===== src/rtl/ocp_pkg.sv =====
// Shared OCP master definitions: arbiter state encoding, default widths and OCP command/response codes.
package ocp_pkg;

  localparam int unsigned MADDR_WIDTH = 64;
  localparam int unsigned MDATA_WIDTH = 8;
  localparam int unsigned MLEN_WIDTH  = 10;

  typedef enum logic [2:0] {
    ST_IDLE,
    ST_ISSUE,
    ST_WDATA,
    ST_RDATA,
    ST_DONE
  } arb_state_t;

  typedef enum logic [1:0] {
    SRESP_NULL = 2'b00,
    SRESP_DVA  = 2'b01,
    SRESP_FAIL = 2'b10,
    SRESP_ERR  = 2'b11
  } sresp_t;

  typedef enum logic [2:0] {
    MCMD_IDLE = 3'b000,
    MCMD_WR   = 3'b001,
    MCMD_RD   = 3'b010
  } mcmd_t;

  // FAIL and ERR both count as an errored beat.
  function automatic logic sresp_is_err(input sresp_t r);
    return (r == SRESP_FAIL) || (r == SRESP_ERR);
  endfunction

endpackage


===== src/rtl/rr_arbiter.sv =====
// Combinational round-robin pick: first requester at or after ptr, wrapping, as a one-hot grant.
module rr_arbiter #(
  parameter int unsigned NREQ = 2,
  parameter int unsigned PW   = (NREQ > 1) ? $clog2(NREQ) : 1
) (
  input  logic [NREQ-1:0] req,
  input  logic [PW-1:0]   ptr,
  output logic [NREQ-1:0] gnt,
  output logic            any
);

  logic [2*NREQ-1:0] req_dbl;
  logic [2*NREQ-1:0] gnt_dbl;
  logic [NREQ-1:0]   rot;
  logic [NREQ-1:0]   first;

  // Rotate so ptr sits at bit 0, isolate the lowest set bit, rotate back.
  always_comb begin
    req_dbl = {req, req} >> ptr;
    rot     = req_dbl[NREQ-1:0];
    first   = rot & (~rot + NREQ'(1));
    gnt_dbl = {first, first} << ptr;
    gnt     = gnt_dbl[2*NREQ-1:NREQ];
  end

  assign any = |req;

endmodule


===== src/rtl/ocp_master_arbiter.sv =====
// Round-robin owner of the shared OCP master FSM: grants one requester per burst, drives the
// FSM request/data ports, counts beats and returns read data and completion status.
module ocp_master_arbiter
  import ocp_pkg::*;
#(
  parameter int unsigned NREQ       = 2,
  parameter int unsigned ADDR_WIDTH = MADDR_WIDTH,
  parameter int unsigned DATA_WIDTH = MDATA_WIDTH,
  parameter int unsigned LEN_WIDTH  = MLEN_WIDTH
) (
  input  logic                       sys_clk,
  input  logic                       reset_n,
  input  logic [NREQ-1:0]            req_valid,
  input  logic [NREQ-1:0]            req_write,
  input  logic [NREQ*ADDR_WIDTH-1:0] req_addr,
  input  logic [NREQ*LEN_WIDTH-1:0]  req_len,
  output logic [NREQ-1:0]            req_ready,
  input  logic [NREQ*DATA_WIDTH-1:0] wr_data,
  output logic [NREQ-1:0]            wr_pop,
  output logic [DATA_WIDTH-1:0]      rd_data,
  output logic [NREQ-1:0]            rd_valid,
  output logic [NREQ-1:0]            done,
  output logic                       err,
  output logic [ADDR_WIDTH-1:0]      address,
  output logic [LEN_WIDTH-1:0]       burst_length,
  output logic                       read_request,
  output logic                       write_request,
  output logic [DATA_WIDTH-1:0]      write_data,
  input  logic [DATA_WIDTH-1:0]      read_data,
  input  logic                       beat_ack,
  input  logic                       resp_valid,
  input  logic                       resp_err
);

  localparam int unsigned GW = (NREQ > 1) ? $clog2(NREQ) : 1;

  arb_state_t            state_q, state_d;
  logic [GW-1:0]         gnt_q, gnt_d, ptr_q, ptr_d, arb_idx;
  logic [NREQ-1:0]       arb_gnt, gnt_oh;
  logic                  arb_any;
  logic                  is_wr_q, is_wr_d, sticky_q, sticky_d;
  logic [LEN_WIDTH-1:0]  cnt_q, cnt_d, sel_len, eff_len, blen_d;
  logic                  last_beat;
  logic [ADDR_WIDTH-1:0] address_d;
  logic [DATA_WIDTH-1:0] rd_data_d;
  logic [NREQ-1:0]       req_ready_d, wr_pop_d, rd_valid_d, done_d;
  logic                  err_d, rreq_d, wreq_d;

  rr_arbiter #(.NREQ(NREQ), .PW(GW)) u_rr (
    .req (req_valid),
    .ptr (ptr_q),
    .gnt (arb_gnt),
    .any (arb_any)
  );

  // One-hot grant to index.
  always_comb begin
    arb_idx = '0;
    for (int i = 0; i < int'(NREQ); i++) begin
      if (arb_gnt[i]) arb_idx = GW'(i);
    end
  end

  assign sel_len   = req_len[arb_idx*LEN_WIDTH +: LEN_WIDTH];
  assign eff_len   = (sel_len == '0) ? LEN_WIDTH'(1) : sel_len;
  assign gnt_oh    = NREQ'(1) << gnt_q;
  // burst_length holds the effective length L for the whole transaction.
  assign last_beat = (cnt_q == burst_length - LEN_WIDTH'(1));

  assign write_data = ((state_q == ST_WDATA) || (state_q == ST_ISSUE && is_wr_q))
                    ? wr_data[gnt_q*DATA_WIDTH +: DATA_WIDTH] : '0;

  always_comb begin
    state_d     = state_q;
    gnt_d       = gnt_q;
    ptr_d       = ptr_q;
    is_wr_d     = is_wr_q;
    sticky_d    = sticky_q;
    cnt_d       = cnt_q;
    address_d   = address;
    blen_d      = burst_length;
    rd_data_d   = rd_data;
    req_ready_d = '0;
    wr_pop_d    = '0;
    rd_valid_d  = '0;
    done_d      = '0;
    err_d       = 1'b0;
    rreq_d      = 1'b0;
    wreq_d      = 1'b0;
    case (state_q)
      ST_IDLE: begin
        if (arb_any) begin
          gnt_d       = arb_idx;
          is_wr_d     = req_write[arb_idx];
          address_d   = req_addr[arb_idx*ADDR_WIDTH +: ADDR_WIDTH];
          blen_d      = eff_len;
          req_ready_d = arb_gnt;
          wreq_d      = req_write[arb_idx];
          rreq_d      = ~req_write[arb_idx];
          state_d     = ST_ISSUE;
        end
      end
      ST_ISSUE: begin
        cnt_d    = '0;
        sticky_d = 1'b0;
        state_d  = is_wr_q ? ST_WDATA : ST_RDATA;
      end
      ST_WDATA: begin
        if (beat_ack) begin
          wr_pop_d = gnt_oh;
          cnt_d    = cnt_q + LEN_WIDTH'(1);
          sticky_d = sticky_q | resp_err;
          if (last_beat) begin
            done_d  = gnt_oh;
            err_d   = sticky_q | resp_err;
            state_d = ST_DONE;
          end
        end
      end
      ST_RDATA: begin
        if (resp_valid) begin
          rd_data_d  = read_data;
          rd_valid_d = gnt_oh;
          cnt_d      = cnt_q + LEN_WIDTH'(1);
          sticky_d   = sticky_q | resp_err;
          if (last_beat) begin
            done_d  = gnt_oh;
            err_d   = sticky_q | resp_err;
            state_d = ST_DONE;
          end
        end
      end
      ST_DONE: begin
        ptr_d   = (gnt_q == GW'(NREQ - 1)) ? '0 : gnt_q + GW'(1);
        state_d = ST_IDLE;
      end
      default: state_d = ST_IDLE;
    endcase
  end

  always_ff @(posedge sys_clk or negedge reset_n) begin
    if (!reset_n) begin
      state_q       <= ST_IDLE;
      gnt_q         <= '0;
      ptr_q         <= '0;
      is_wr_q       <= 1'b0;
      sticky_q      <= 1'b0;
      cnt_q         <= '0;
      address       <= '0;
      burst_length  <= '0;
      rd_data       <= '0;
      req_ready     <= '0;
      wr_pop        <= '0;
      rd_valid      <= '0;
      done          <= '0;
      err           <= 1'b0;
      read_request  <= 1'b0;
      write_request <= 1'b0;
    end else begin
      state_q       <= state_d;
      gnt_q         <= gnt_d;
      ptr_q         <= ptr_d;
      is_wr_q       <= is_wr_d;
      sticky_q      <= sticky_d;
      cnt_q         <= cnt_d;
      address       <= address_d;
      burst_length  <= blen_d;
      rd_data       <= rd_data_d;
      req_ready     <= req_ready_d;
      wr_pop        <= wr_pop_d;
      rd_valid      <= rd_valid_d;
      done          <= done_d;
      err           <= err_d;
      read_request  <= rreq_d;
      write_request <= wreq_d;
    end
  end

endmodule


===== config.mk =====
export PLATFORM = sky130hd
export DESIGN_NAME = ocp_master_arbiter
export DESIGN_NICKNAME = d
export VERILOG_FILES = /design/src/rtl/ocp_pkg.sv /design/src/rtl/rr_arbiter.sv /design/src/rtl/ocp_master_arbiter.sv
export SDC_FILE = /design/constraint.sdc
export NUM_CORES = 1
export LEC_CHECK = 0
export ABC_CLOCK_PERIOD_IN_PS = 2300
export CAP_MARGIN = 20
export CORE_AREA = 2 2 119 121
export CTS_CLUSTER_DIAMETER = 100
export DETAILED_ROUTE_END_ITERATION = 10
export DIE_AREA = 0 0 121 123
export HOLD_SLACK_MARGIN = 0.05
export PLACE_DENSITY = 0.82
export SYNTH_ARGS = -nofsm -noshare
export SYNTH_HDL_FRONTEND = slang
export SYNTH_SLANG_ARGS = --single-unit

===== constraint.sdc =====
create_clock -name sys_clk -period 2.3 [get_ports sys_clk]
set_input_delay 0.69 -clock sys_clk [delete_from_list [all_inputs] [get_ports sys_clk]]
set_output_delay 0.69 -clock sys_clk [all_outputs]
set_load 0.02 [all_outputs]

==> summary.txt <==
Status
  – Status: finished clean

Worst setup path
  – Crit path cell chain: clkdlybuf4s50_1 > mux2i_1 > nor2_1 > buf_2
  – Startpoint Class: input port
  – Worst path max stage delay: 0.50 ns
  – CP Data Arrival Time: 1.57 ns
  – Maximum fanout along the worst path: 1
  – Buf+Inv Stages, Crit Path: 2
  – Critical Path RT: 1.61 ns
  – CP top delay family: buffers and inverters
  – Critical Path End Type: output port
  – WS Path Type: input port to output port
  – Slowest cell on crit path: clkdlybuf4s50_1

Yosys
  – Syn. warnings: 0
  – Count leader, synth: dfrtp_1
  – Syn_nets: 718
  – Syn_area_per_cell: 10.05 sq um
  – Post-synthesis async set-or-reset flop share: 100.0%
  – Synth Register Bits: 110
  – Register area share after synthesis: 51.19%
  – Mapped Area: 5378 sq um
  – Area leader, netlist: dfrtp_1
  – Netlist cell types: 50
  – Cells after Synth: 535
  – Post-synth top flop: dfrtp_1
  – Post-synth EDFFs: 0
  – Post-synth top cells: 110 x dfrtp_1, 83 x mux2i_1, 83 x nand2_1, 79 x o21ai_0, 31 x nor2_1
  – Post-synth top area share: 51.19%
  – Leading post-synthesis cells by cell area: dfrtp_1 51%, mux2i_1 15%, o21ai_0 7.4%, nand2_1 5.8%, nor2_1 2.2%

Placement
  – DP Area: 8653 sq um
  – Detailed Place HPWL: 12990 microns
  – GPL Wtd Cong: 0.8146
  – Port bufs: 281
  – Number of instances in the placed design: 996

Power and ir drop
  – P_leak: 4.155 nW
  – Worst VDD drop: 314.4 uV
  – Power per cell area: 485.3 nW/um^2

Timing
  – Skew final: 0.006322 ns
  – Tcrit/Tclk final: 98.39%
  – Final setup viols: 0
  – Hold WS: 0.4226 ns
  – Worst-margin pin slew: 0.6645 ns
  – Max-slew violation count: 0
  – Final min period: 2.263 ns
  – Final setup TNS: 0 ns
  – Fmax: 0.4419 GHz
  – Hold Fails Final Rpt: 0
  – Slew headroom: 54.56%

Routing
  – DRC violations left: 0
  – Routed vias/inst: 5.060
  – Routed Antenna Nets: 0
  – First drt pass iteration count: 4
  – WL/cell: 16.64 microns
  – Initial DRC count: 284
  – Final wirelength: 16860 microns
  – Via count: 5126

Hold path
  – Worst Hold Class: input port to asynchronous set/reset pin

Floorplan
  – Die width: 121 microns
  – Ports: 282
  – Die height: 123 microns
  – Initial Util: 39.51%
  – Core area: 13610 sq um
  – Die ar.: 14880 sq um
  – Rows: 43

Finish
  – Layout cells sized above 1: 9.856%
  – Final Cell Area: 8994 sq um
  – Final Net Count: 1010
  – Multi-input gate area: 2554 sq um
  – Fin cells: 1013
  – Fill count: 1048
  – Register area: 2754 sq um
  – Area delta synth->final: 67.24%

Clock network
  – Later-pin clock latency in the skew report: 0.35 ns
  – CTS tree: built
  – Setup bufs post-CTS: 0
  – Clk slew on worst S/H paths: 0.07 ns
  – CTS H-tree lvls: 3
  – Clock buffer count from CTS: 9
  – CTS root buf: clkbuf_16
  – CTS Sinks: 110
  – Clock buffer depth: 2
  – # hold bufs at CTS: 0

Global route
  – Gr usage total: 22.61%
  – Gr ovfl total: 0
  – Largest net degree at the start of global routing: 111
  – Initial antenna violation count: 1
  – Global-route wire length before repair: 26460 microns
  – Vias in the first global route: 5340

Flow run
  – Max Cap Viol: 0
==> power by group <==
part	leakage, nW	switching [W]	internal, W	total [W]
Clock	0.139	0.000720	0.000852	0.00157
Combinational	2.51	0.000270	0.000457	0.000727
Sequential	1.51	0.0000857	0.00198	0.00207
Total	4.16	0.00108	0.00329	0.00436
==> worst register-to-register path: stages (launching register included) <==
cell     delay, ns
dfrtp_1       0.38
inv_1         0.10
ha_4          0.16
or4b_4        0.54
nor4_4        0.28
nor4_1        0.08
a31o_2        0.28
o31a_1        0.31
==> through the flow <==
step / total power, W / util, % / setup WS, ns
2_1_floorplan: 0.002357 / - / 0.06289
3_3_place_gp: 0.002807 / 63.57 / -0.3398
3_5_place_dp: 0.002842 / 63.57 / -0.4081
4_1_cts: 0.004418 / 65.81 / 0.004455
5_1_grt: 0.004548 / 66.05 / -0.01504
6_report: 0.004365 / 66.07 / 0.03702
==> placed cells by master, fill, tap and decap left out, drive strengths merged, types with 11 or more instances in the layout <==
master / count
clkdlybuf4s50: 269
dfrtp: 110
nand2: 84
mux2i: 83
o21ai: 81
buf: 42
nor2: 31
xnor2: 11
inv: 11
nor4: 11
==> worst paths after layout <==
path / start / endpoint / slack [ns] / cells after the start
max in group asynchronous: reset_n / burst_length[5] / 1.43 / 2
worst max register to register: burst_length[0] / state_q[0] / 0.06 / 7
worst min register to register: address[5] / address[5] / 0.48 / 2
worst min-delay path: reset_n / burst_length[1] / 0.42 / 2
worst max-delay path: wr_data[10] / write_data[2] / 0.04 / 4
min in group sys_clk: address[5] / address[5] / 0.48 / 2
==> sequential cells by signal, summed over array words and instances, names as in the netlist <==
signal         cells
address           64
burst_length      10
cnt_q             10
done               2
err                1
gnt_q              1
is_wr_q            1
ptr_q              1
rd_data            8
rd_valid           2
read_request       1
req_ready          2
state_q            3
sticky_q           1
wr_pop             2
write_request      1
==> layer usage <==
metal  GRT usage, %  part of all wire, %
met3          6.550                  6.9
met2          40.55                   53
met4          9.956                  3.0
met1          24.89                   37
met5              0                    0
==> logic make-up after synthesis <==
| logic type | synth area share [%] |
|---|---|
| flip-flops | 51.19 |
| AO/OA/AOI/OAI | 11.08 |
| XOR/XNOR | 2.443 |
| adder cells (fa/ha/maj) | 0.4653 |
| multiplexers | 17.12 |
| AND/OR/NAND/NOR | 14.66 |
| buffers and inverters | 3.048 |
==> cell type report <==
type / count / area share [%]
clock inverters: 6 / 0.7513
well taps: 180 / 2.504
flip-flops and latches: 110 / 30.62
clock buffers: 10 / 2.546
diodes: 1 / 0.02782
inverters: 9 / 0.3756
repair buffers: 314 / 34.78
multi-input cells: 383 / 28.39
==> timing repair <==
item / in CTS / in global routing
endpoints found under the hold margin: 0 / 0
gates resized for setup: 32 / 16
setup endpoints to repair: 10 / 11
pin swaps: 0 / 2
No activity file was read; power rests on OpenSTA's default activity.
